## config.mk

```make
export PLATFORM = sky130hd
export DESIGN_NAME = code_duel_ctrl
export DESIGN_NICKNAME = d
export VERILOG_FILES = /design/src/rtl/code_duel_ctrl.sv
export SDC_FILE = /design/constraint.sdc
export NUM_CORES = 1
export LEC_CHECK = 0
export BUFFER_PORTS_ARGS = -buffer_cell sky130_fd_sc_hd__clkbuf_2
export CORE_ASPECT_RATIO = 1.1
export CORE_MARGIN = 3
export CORE_UTILIZATION = 55
export CTS_CLUSTER_SIZE = 20
export DETAILED_ROUTE_END_ITERATION = 10
export PLACE_DENSITY = 0.86
export SLEW_MARGIN = 20
export SYNTH_ARGS = -nofsm -noshare
export SYNTH_HDL_FRONTEND = slang
export SYNTH_SLANG_ARGS = --single-unit
```

## constraint.sdc

```tcl
create_clock -name clk_i -period 2.9 [get_ports clk_i]
set_input_delay 0.29 -clock clk_i [delete_from_list [all_inputs] [get_ports clk_i]]
set_output_delay 0.29 -clock clk_i [all_outputs]
set_load 0.03 [all_outputs]
```

## src/rtl/code_duel_ctrl.sv

```systemverilog
// Two-player code-breaking game controller: secret entry, alternating guesses,
// serial exact/partial scoring with duplicate handling, turn limit and result hold.
module code_duel_ctrl #(
    parameter int DIGITS      = 4,
    parameter int DIGIT_W     = 4,
    parameter int MAX_TURNS   = 8,
    parameter int HOLD_CYCLES = 255,
    localparam int CW     = $clog2(DIGITS + 1),
    localparam int TW     = $clog2(MAX_TURNS + 1),
    localparam int CODE_W = DIGITS * DIGIT_W,
    localparam int HW     = (HOLD_CYCLES > 1) ? $clog2(HOLD_CYCLES) : 1
) (
    input  logic              clk_i,
    input  logic              rst_i,
    input  logic [CODE_W-1:0] switches_i,
    input  logic              btn_pulse_i,
    output logic [2:0]        state_o,
    output logic              active_player_o,
    output logic [TW-1:0]     turn_o,
    output logic [CW-1:0]     exact_o,
    output logic [CW-1:0]     partial_o,
    output logic              result_valid_o,
    output logic              busy_o,
    output logic [1:0]        winner_o
);

    typedef enum logic [2:0] {
        S_IDLE      = 3'd0,
        S_P1_SECRET = 3'd1,
        S_P2_SECRET = 3'd2,
        S_P1_GUESS  = 3'd3,
        S_P2_GUESS  = 3'd4,
        S_SCORE     = 3'd5,
        S_GAME_OVER = 3'd6
    } state_t;

    state_t             state_q, state_d;
    logic               player_q, player_d;
    logic [TW-1:0]      turn_q, turn_d;
    logic [CW-1:0]      exact_q, exact_d;
    logic [CW-1:0]      partial_q, partial_d;
    logic               rv_q, rv_d;
    logic [1:0]         winner_q, winner_d;
    logic [CODE_W-1:0]  secret_a_q, secret_a_d;
    logic [CODE_W-1:0]  secret_b_q, secret_b_d;
    logic [CODE_W-1:0]  guess_q, guess_d;
    logic [CODE_W-1:0]  target_q, target_d;
    logic [HW-1:0]      hold_q, hold_d;
    logic [CW-1:0]      k_q, k_d;
    logic [DIGITS-1:0]  consumed_q, consumed_d;
    logic [CW-1:0]      ex_acc_q, ex_acc_d;
    logic [CW-1:0]      pa_acc_q, pa_acc_d;

    logic [DIGITS-1:0]  eq_mask;
    logic [DIGIT_W-1:0] g_k;
    logic               hit_exact;
    logic               found;
    logic [DIGITS-1:0]  cons_set;
    logic [TW-1:0]      turn_inc;

    // Exact positions come from the full vectors, so a partial search can never steal them.
    always_comb begin
        eq_mask   = '0;
        g_k       = '0;
        hit_exact = 1'b0;
        found     = 1'b0;
        cons_set  = '0;
        for (int i = 0; i < DIGITS; i++) begin
            eq_mask[i] = (guess_q[i*DIGIT_W +: DIGIT_W] == target_q[i*DIGIT_W +: DIGIT_W]);
        end
        for (int i = 0; i < DIGITS; i++) begin
            if (k_q == CW'(i)) begin
                g_k       = guess_q[i*DIGIT_W +: DIGIT_W];
                hit_exact = eq_mask[i];
            end
        end
        for (int j = 0; j < DIGITS; j++) begin
            if (!found && !eq_mask[j] && !consumed_q[j] &&
                (target_q[j*DIGIT_W +: DIGIT_W] == g_k)) begin
                found       = 1'b1;
                cons_set[j] = 1'b1;
            end
        end
    end

    assign turn_inc = (player_q && (turn_q != TW'(MAX_TURNS))) ? turn_q + TW'(1) : turn_q;

    always_comb begin
        state_d    = state_q;
        player_d   = player_q;
        turn_d     = turn_q;
        exact_d    = exact_q;
        partial_d  = partial_q;
        rv_d       = 1'b0;
        winner_d   = winner_q;
        secret_a_d = secret_a_q;
        secret_b_d = secret_b_q;
        guess_d    = guess_q;
        target_d   = target_q;
        hold_d     = hold_q;
        k_d        = k_q;
        consumed_d = consumed_q;
        ex_acc_d   = ex_acc_q;
        pa_acc_d   = pa_acc_q;

        case (state_q)
            S_IDLE: begin
                if (btn_pulse_i) begin
                    state_d   = S_P1_SECRET;
                    player_d  = 1'b0;
                    turn_d    = '0;
                    exact_d   = '0;
                    partial_d = '0;
                    winner_d  = 2'd0;
                end
            end
            S_P1_SECRET: begin
                if (btn_pulse_i) begin
                    secret_a_d = switches_i;
                    player_d   = 1'b1;
                    state_d    = S_P2_SECRET;
                end
            end
            S_P2_SECRET: begin
                if (btn_pulse_i) begin
                    secret_b_d = switches_i;
                    player_d   = 1'b0;
                    state_d    = S_P1_GUESS;
                end
            end
            S_P1_GUESS, S_P2_GUESS: begin
                if (btn_pulse_i) begin
                    guess_d    = switches_i;
                    target_d   = (state_q == S_P1_GUESS) ? secret_b_q : secret_a_q;
                    k_d        = '0;
                    consumed_d = '0;
                    ex_acc_d   = '0;
                    pa_acc_d   = '0;
                    state_d    = S_SCORE;
                end
            end
            S_SCORE: begin
                if (k_q != CW'(DIGITS)) begin
                    k_d = k_q + CW'(1);
                    if (hit_exact) begin
                        ex_acc_d = ex_acc_q + CW'(1);
                    end else if (found) begin
                        pa_acc_d   = pa_acc_q + CW'(1);
                        consumed_d = consumed_q | cons_set;
                    end
                end else begin
                    // Commit cycle: publish the totals and pick the next phase.
                    exact_d   = ex_acc_q;
                    partial_d = pa_acc_q;
                    rv_d      = 1'b1;
                    hold_d    = '0;
                    if (ex_acc_q == CW'(DIGITS)) begin
                        winner_d = player_q ? 2'd2 : 2'd1;
                        state_d  = S_GAME_OVER;
                    end else begin
                        turn_d = turn_inc;
                        if (player_q && (turn_inc == TW'(MAX_TURNS))) begin
                            winner_d = 2'd3;
                            state_d  = S_GAME_OVER;
                        end else begin
                            player_d = ~player_q;
                            state_d  = player_q ? S_P1_GUESS : S_P2_GUESS;
                        end
                    end
                end
            end
            S_GAME_OVER: begin
                if (btn_pulse_i || (hold_q == HW'(HOLD_CYCLES - 1))) begin
                    hold_d  = '0;
                    state_d = S_IDLE;
                end else begin
                    hold_d = hold_q + HW'(1);
                end
            end
            default: state_d = S_IDLE;
        endcase
    end

    always_ff @(posedge clk_i or posedge rst_i) begin
        if (rst_i) begin
            state_q    <= S_IDLE;
            player_q   <= 1'b0;
            turn_q     <= '0;
            exact_q    <= '0;
            partial_q  <= '0;
            rv_q       <= 1'b0;
            winner_q   <= 2'd0;
            secret_a_q <= '0;
            secret_b_q <= '0;
            guess_q    <= '0;
            target_q   <= '0;
            hold_q     <= '0;
            k_q        <= '0;
            consumed_q <= '0;
            ex_acc_q   <= '0;
            pa_acc_q   <= '0;
        end else begin
            state_q    <= state_d;
            player_q   <= player_d;
            turn_q     <= turn_d;
            exact_q    <= exact_d;
            partial_q  <= partial_d;
            rv_q       <= rv_d;
            winner_q   <= winner_d;
            secret_a_q <= secret_a_d;
            secret_b_q <= secret_b_d;
            guess_q    <= guess_d;
            target_q   <= target_d;
            hold_q     <= hold_d;
            k_q        <= k_d;
            consumed_q <= consumed_d;
            ex_acc_q   <= ex_acc_d;
            pa_acc_q   <= pa_acc_d;
        end
    end

    assign state_o         = state_q;
    assign active_player_o = player_q;
    assign turn_o          = turn_q;
    assign exact_o         = exact_q;
    assign partial_o       = partial_q;
    assign result_valid_o  = rv_q;
    // The commit cycle is not counted as scoring work.
    assign busy_o          = (state_q == S_SCORE) && (k_q != CW'(DIGITS));
    assign winner_o        = winner_q;

endmodule

```

Yosys cells after proc, flatten, opt, wreduce, memory -nomap -nowiden --
Index checks and enable logic that the tools add are counted.
Storage, ports and cells: word-level logic and storage cells 171, register bits 102, output and inout port bits 18, input port bits 19
Cells by class: multiplexer cells 66, add/subtract/negate cells 5, reductions and logical operators 46, eq/ne operators 36, bitwise gates (word level) 2
Operator list (number):
- $mux 3 | 18
- $mux 4 | 11
- $eq 4x4->1 | 8
- $pmux 3 s2 | 5
- $ne 2x2->1 const B | 11
- $mux 1 | 18
- $pmux 3 s6 | 1
- $mux 16 | 1
- $mux 8 | 2
- $pmux 4 s2 | 2
- $pmux 8 s2 | 1
- $logic_and 1x1->1 | 14
- $eq 3x2->1 const B | 4
- $eq 3x3->1 const B | 4
- $reduce_and 4->1 | 3
- $reduce_and 6->1 | 2
- $logic_not 1->1 | 11
- $mux 2 | 5
- $add 3x1->3 const B | 3
- $add 8x1->8 const B | 1
- $eq 8x8->1 const B | 1
- $reduce_and 2->1 | 4
- $eq 3x1->1 const B | 2
- $logic_not 3->1 | 2
- other kinds (15) | 21

Logic depth before layout (Yosys ltp) --
depth in word-level cells 28, gate-level depth with buffers 12, mapped depth without buffers 10

Worst setup path after synthesis --
OpenSTA, ideal clock, no wires.
kind flip-flop to flip-flop, start reg k_q[0], end reg pa_acc_q[1], arrival 2.635 ns, path buffers 0, stages on the path, launching flop included 11, setup time 0.120 ns, required time 2.780 ns, path slack 0.145 ns, clock period less this slack 2.755 ns, cells stage by stage dfrtp_1 -> ha_1 -> ha_1 -> or2_1 -> a221oi_2 -> or3_1 -> nand4_1 -> or4_4 -> a41oi_4 -> nor2_1 -> a31o_1
Between the ends: word-level cells in the longest chain between the ends 25, elaborated cells between the ends (all ways) 38, those cells by class eq/ne: 11; mux: 12; reduce/logical: 15
RTL lines:
- start: declaration | line 49 | logic [CW-1:0] k_q, k_d;
- start signal: assignment | line 215 | k_q <= k_d;
- $logic_not 3->1 | line 72 | if (k_q == CW'(i)) begin
- $mux 4 (4 in series) | line 72
- $eq 4x4->1 | line 79 | (target_q[j*DIGIT_W +: DIGIT_W] == g_k)) begin
- $logic_and 1x1->1 | line 78 | if (!found && !eq_mask[j] && !consumed_q[j] &&
- $mux 1 | line 78
- $logic_not 1->1 | line 78
- $logic_and 1x1->1 (3 in series) | line 78
- $mux 1 | line 78
- $logic_not 1->1 | line 78
- $logic_and 1x1->1 (3 in series) | line 78
- $mux 1 | line 78
- $logic_not 1->1 | line 78
- $logic_and 1x1->1 (3 in series) | line 78
- $mux 1 | line 78
- $ne 2x2->1 (no source line)
- $reduce_and 5->1 (no source line) *
- end signal: assignment | line 218 | pa_acc_q <= pa_acc_d;
- end: declaration | line 52 | logic [CW-1:0] pa_acc_q, pa_acc_d;
Mark *: on every way between the ends. The rest lies on a longest branch, timed or not. A chain may end at the register's enable or synchronous reset.

Worst setup path after layout --
start reg k_q[0], end reg pa_acc_q[2]
The elaborated chain is that of the path after synthesis.

==> flow_summary.ini <==
[detailed_routing]
wl_per_cell_um = 17.3
postRouteWirelength_um = 12400
drt_pass1_iterations = 5
route.detailed.drc = 0
drt_iter0_drc = 268
final_antenna_net_count = 0
avgViaCountPerCell = 5.97
vias = 4289

[cts]
htreeDepth = 3
root_buffer = clkbuf_8
path_clk_slew_ns = 0.11
clkLatencyLatePin_ns = 0.37
clock_path_buffers = 2
clkSinkCount = 102
tritoncts.num_buffers = 9
cts_tree = built

[timing]
setup_violations = 0
finalHoldViolCount = 0
worstMarginPinSlew_ns = 0.745
fin_crit_ns = 2.89
drv_slew = 0
period_share_pct = 99.7
rsz0062_at_grt = yes
slew_headroom_pct = 50.4
fin_worst_skew_ns = 0.0119
fin_ws_ns = 0.00846
whs_ns = 0.00490
max_freq_ghz = 0.346

[place]
gp_congestion = 0.916
place_hpwl_um = 8680
place_ws_ns = -0.0869
port_buffers = 36

[run]
drv_cap = 0

[floorplanning]
die_area_um2 = 10700
start_util_pct = 57.7
die_w_um = 98.9
io_pins = 37
std_cell_rows = 36
core-area_um2 = 9050
die_height_um = 108

[setup_path]
cp_data_required_time_ns = 3.14
cp.arrival_ns = 3.13
timing.critical_path.to_type = flop
worst_path_most_repeated_cell = buf_6
reg2reg_from = k_q[0]
cp-startpoint = k_q[0]
cp_slowest_cell = or4_4
crit_buf_inv = 3
path_cells = buf_6 -> buf_6 -> ha_4 -> buf_4 -> a21oi_4 -> nand2_1 -> a21boi_2 -> xnor2_1 -> or4_4 -> a41oi_4 -> a21o_1 -> a21oi_2
max_stage_delay_ns = 0.56
critPathKind = reg2reg
startpoint_type = flop
critPathTopFamily = compound AO/OA/AOI/OAI gates
critPathMaxFanout = 6

[yosys]
synth_cell_types = 56
yosys.area.top_type_share_pct = 48.9
synth-async-reset-ratio_pct = 100
yosysTopAreaCell = dfrtp_1
synth_seq_cells = 102
yosysMostFrequentCell = nand2_1
yosys_warnings = 0
syn_area_um2 = 5220
synth_edf_count = 0
ys_seq_area_share_pct = 48.9
syn_inst = 547
netlist_top_cells_area = dfrtp_1, nand2_1, mux2_2, ha_1, nor2_1
synthTopCellsByCount = nand2_1, dfrtp_1, nor2_1, mux2_2, o21ai_0
syn-num-nets = 578
synth_ff_type = dfrtp_1
synth_area_per_cell_um2 = 9.55

[grt]
grt_start_max_net_pins = 37
overflow = 0
first_global_vias = 4313
gr-usage-all-layers_pct = 23.8
antenna_found_initial = 0
grt_pass1_wl_um = 20600

[cells_and_area]
drive_gt1_share_pct = 25.0
antenna_cells = 0
nFillCells = 672
seqCellArea_um2 = 2550
multi_input_area_um2 = 2690
area_delta_synth_final_pct = 16.4
fin_nets = 630

[status]
status = finished clean

[power_and_ir_drop]
p_comb_share_pct = 47.4
p_leak_nw = 2.75
clockPowerShare_pct = 13.1
power_density_nw_per_um2 = 1080
internal_power_mw = 3.75
p_sw_share_pct = 42.7
p_total_mw = 6.55
vdd_drop_max_uv = 597
switchingPower_mw = 2.80
seq_power_share_pct = 39.5

[hold_path]
hold_path_class = in2async
[layout by cell type (no fill, tap or decap), types with 3 or more instances in the layout]
cell type / netlist / routed
nand2_1: 119 / 119
dfrtp_1: 102 / 102
nor2_1: 38 / 37
clkbuf_2: 0 / 36
mux2_2: 33 / 33
o21ai_0: 25 / 24
buf_4: 0 / 24
a31oi_1: 19 / 19
xor2_1: 14 / 14
xnor2_1: 14 / 13
a21oi_1: 14 / 13
nand3_1: 14 / 13
inv_1: 15 / 12
o31ai_1: 10 / 10
clkbuf_8: 0 / 9
nor2b_1: 8 / 7
nand4_1: 7 / 7
ha_1: 12 / 7
nor3_1: 8 / 6
nand2b_1: 5 / 5
nand3b_1: 4 / 4
a22o_1: 4 / 4
ha_4: 0 / 4
buf_6: 0 / 4
and3_1: 3 / 3
o211ai_1: 3 / 3
nor4_1: 4 / 3
or3_1: 3 / 3
o22ai_1: 3 / 3
or2_2: 3 / 3
a21o_1: 3 / 3
[cells by family (layout without fill, tap and decap cells)]
| family | count (synthesis) | after routing | share of synthesized area [%] |
|---|---|---|---|
| simple gates | 230 | 230 | 20.1 |
| compound gates | 102 | 102 | 13.4 |
| flops | 102 | 102 | 48.9 |
| buf+inv | 40 | 97 | 2.95 |
| mux | 33 | 33 | 7.12 |
| xor+xnor | 28 | 28 | 4.70 |
| fa+ha+maj | 12 | 12 | 2.88 |
[worst paths after layout]
kind	slack, ns	endpoint	cells past startpoint
hold reg to reg	0.48	exact_o[1]	2
hold / removal	0.005	hold_q[7]	2
setup / recovery	0.008	pa_acc_q[2]	12
max in group asynchronous	2.00	consumed_q[3]	3
setup reg to reg	0.008	pa_acc_q[2]	12
min in group clk_i	0.13	guess_q[4]	3
[cell type report]
type                    count  share of cell area, %
well taps                 114                   2.35
clock buffers               9                   2.04
repair buffers             66                   7.33
multi-input cells         405                   44.3
clock inverters             7                   1.03
inverters                  15                  0.988
flip-flops and latches    102                   42.0
[registers in the layout, indices dropped and copies added, names as in the netlist]
signal,count
guess_q,16
secret_a_q,16
secret_b_q,16
target_q,16
hold_q,8
consumed_q,4
turn_o,4
ex_acc_q,3
exact_o,3
k_q,3
pa_acc_q,3
partial_o,3
state_o,3
winner_o,2
active_player_o,1
result_valid_o,1
[per-layer routing]
layer	part of all wire (%)	GRT usage (%)
met5	0	0
met4	3.7	8.78
met3	4.6	3.74
met2	51	41.4
met1	41	30.1
[power by group through the flow]
| stage | clock [mW] | sequential [mW] | combinational, mW |
|---|---|---|---|
| 5_1_grt | 0.932 | 2.66 | 3.42 |
| 6_report | 0.857 | 2.59 | 3.10 |
| 2_1_floorplan | 0 | 2.42 | 1.98 |
| 4_1_cts | 0.868 | 2.54 | 2.71 |
| 3_5_place_dp | 0 | 2.57 | 2.61 |
| 3_3_place_gp | 0 | 2.53 | 2.53 |
[metrics by stage]
step | cell area [um^2] | setup TNS, ns | cells | utilization (%)
after floorplan | 5230 | 0 | 547 | -
after detailed placement | 5610 | -0.191 | 691 | 61.9
final | 6080 | 0 | 718 | 67.2
after global placement | 5610 | -0.00507 | 691 | 61.9
after global routing | 6080 | -0.170 | 718 | 67.2
after CTS | 5850 | 0 | 708 | 64.6
[worst reg2reg max path: stages (launching register included)]
cell and delay, ns:
dfrtp_1 0.44, buf_6 0.15, buf_6 0.11, ha_4 0.18, buf_4 0.15, a21oi_4 0.15, nand2_1 0.09, a21boi_2 0.24
xnor2_1 0.14, or4_4 0.56, a41oi_4 0.32, a21o_1 0.17, a21oi_2 0.05
[repair_timing]
| item | in CTS | in global routing |
|---|---|---|
| pin swaps | 1 | 19 |
| buffers inserted | 1 | 10 |
| endpoints found under the setup margin | 3 | 5 |
| hold buffers | 0 | 0 |
| gates cloned | 0 | 0 |
| resized for setup | 10 | 27 |
Power figures use the tool's default switching activity.
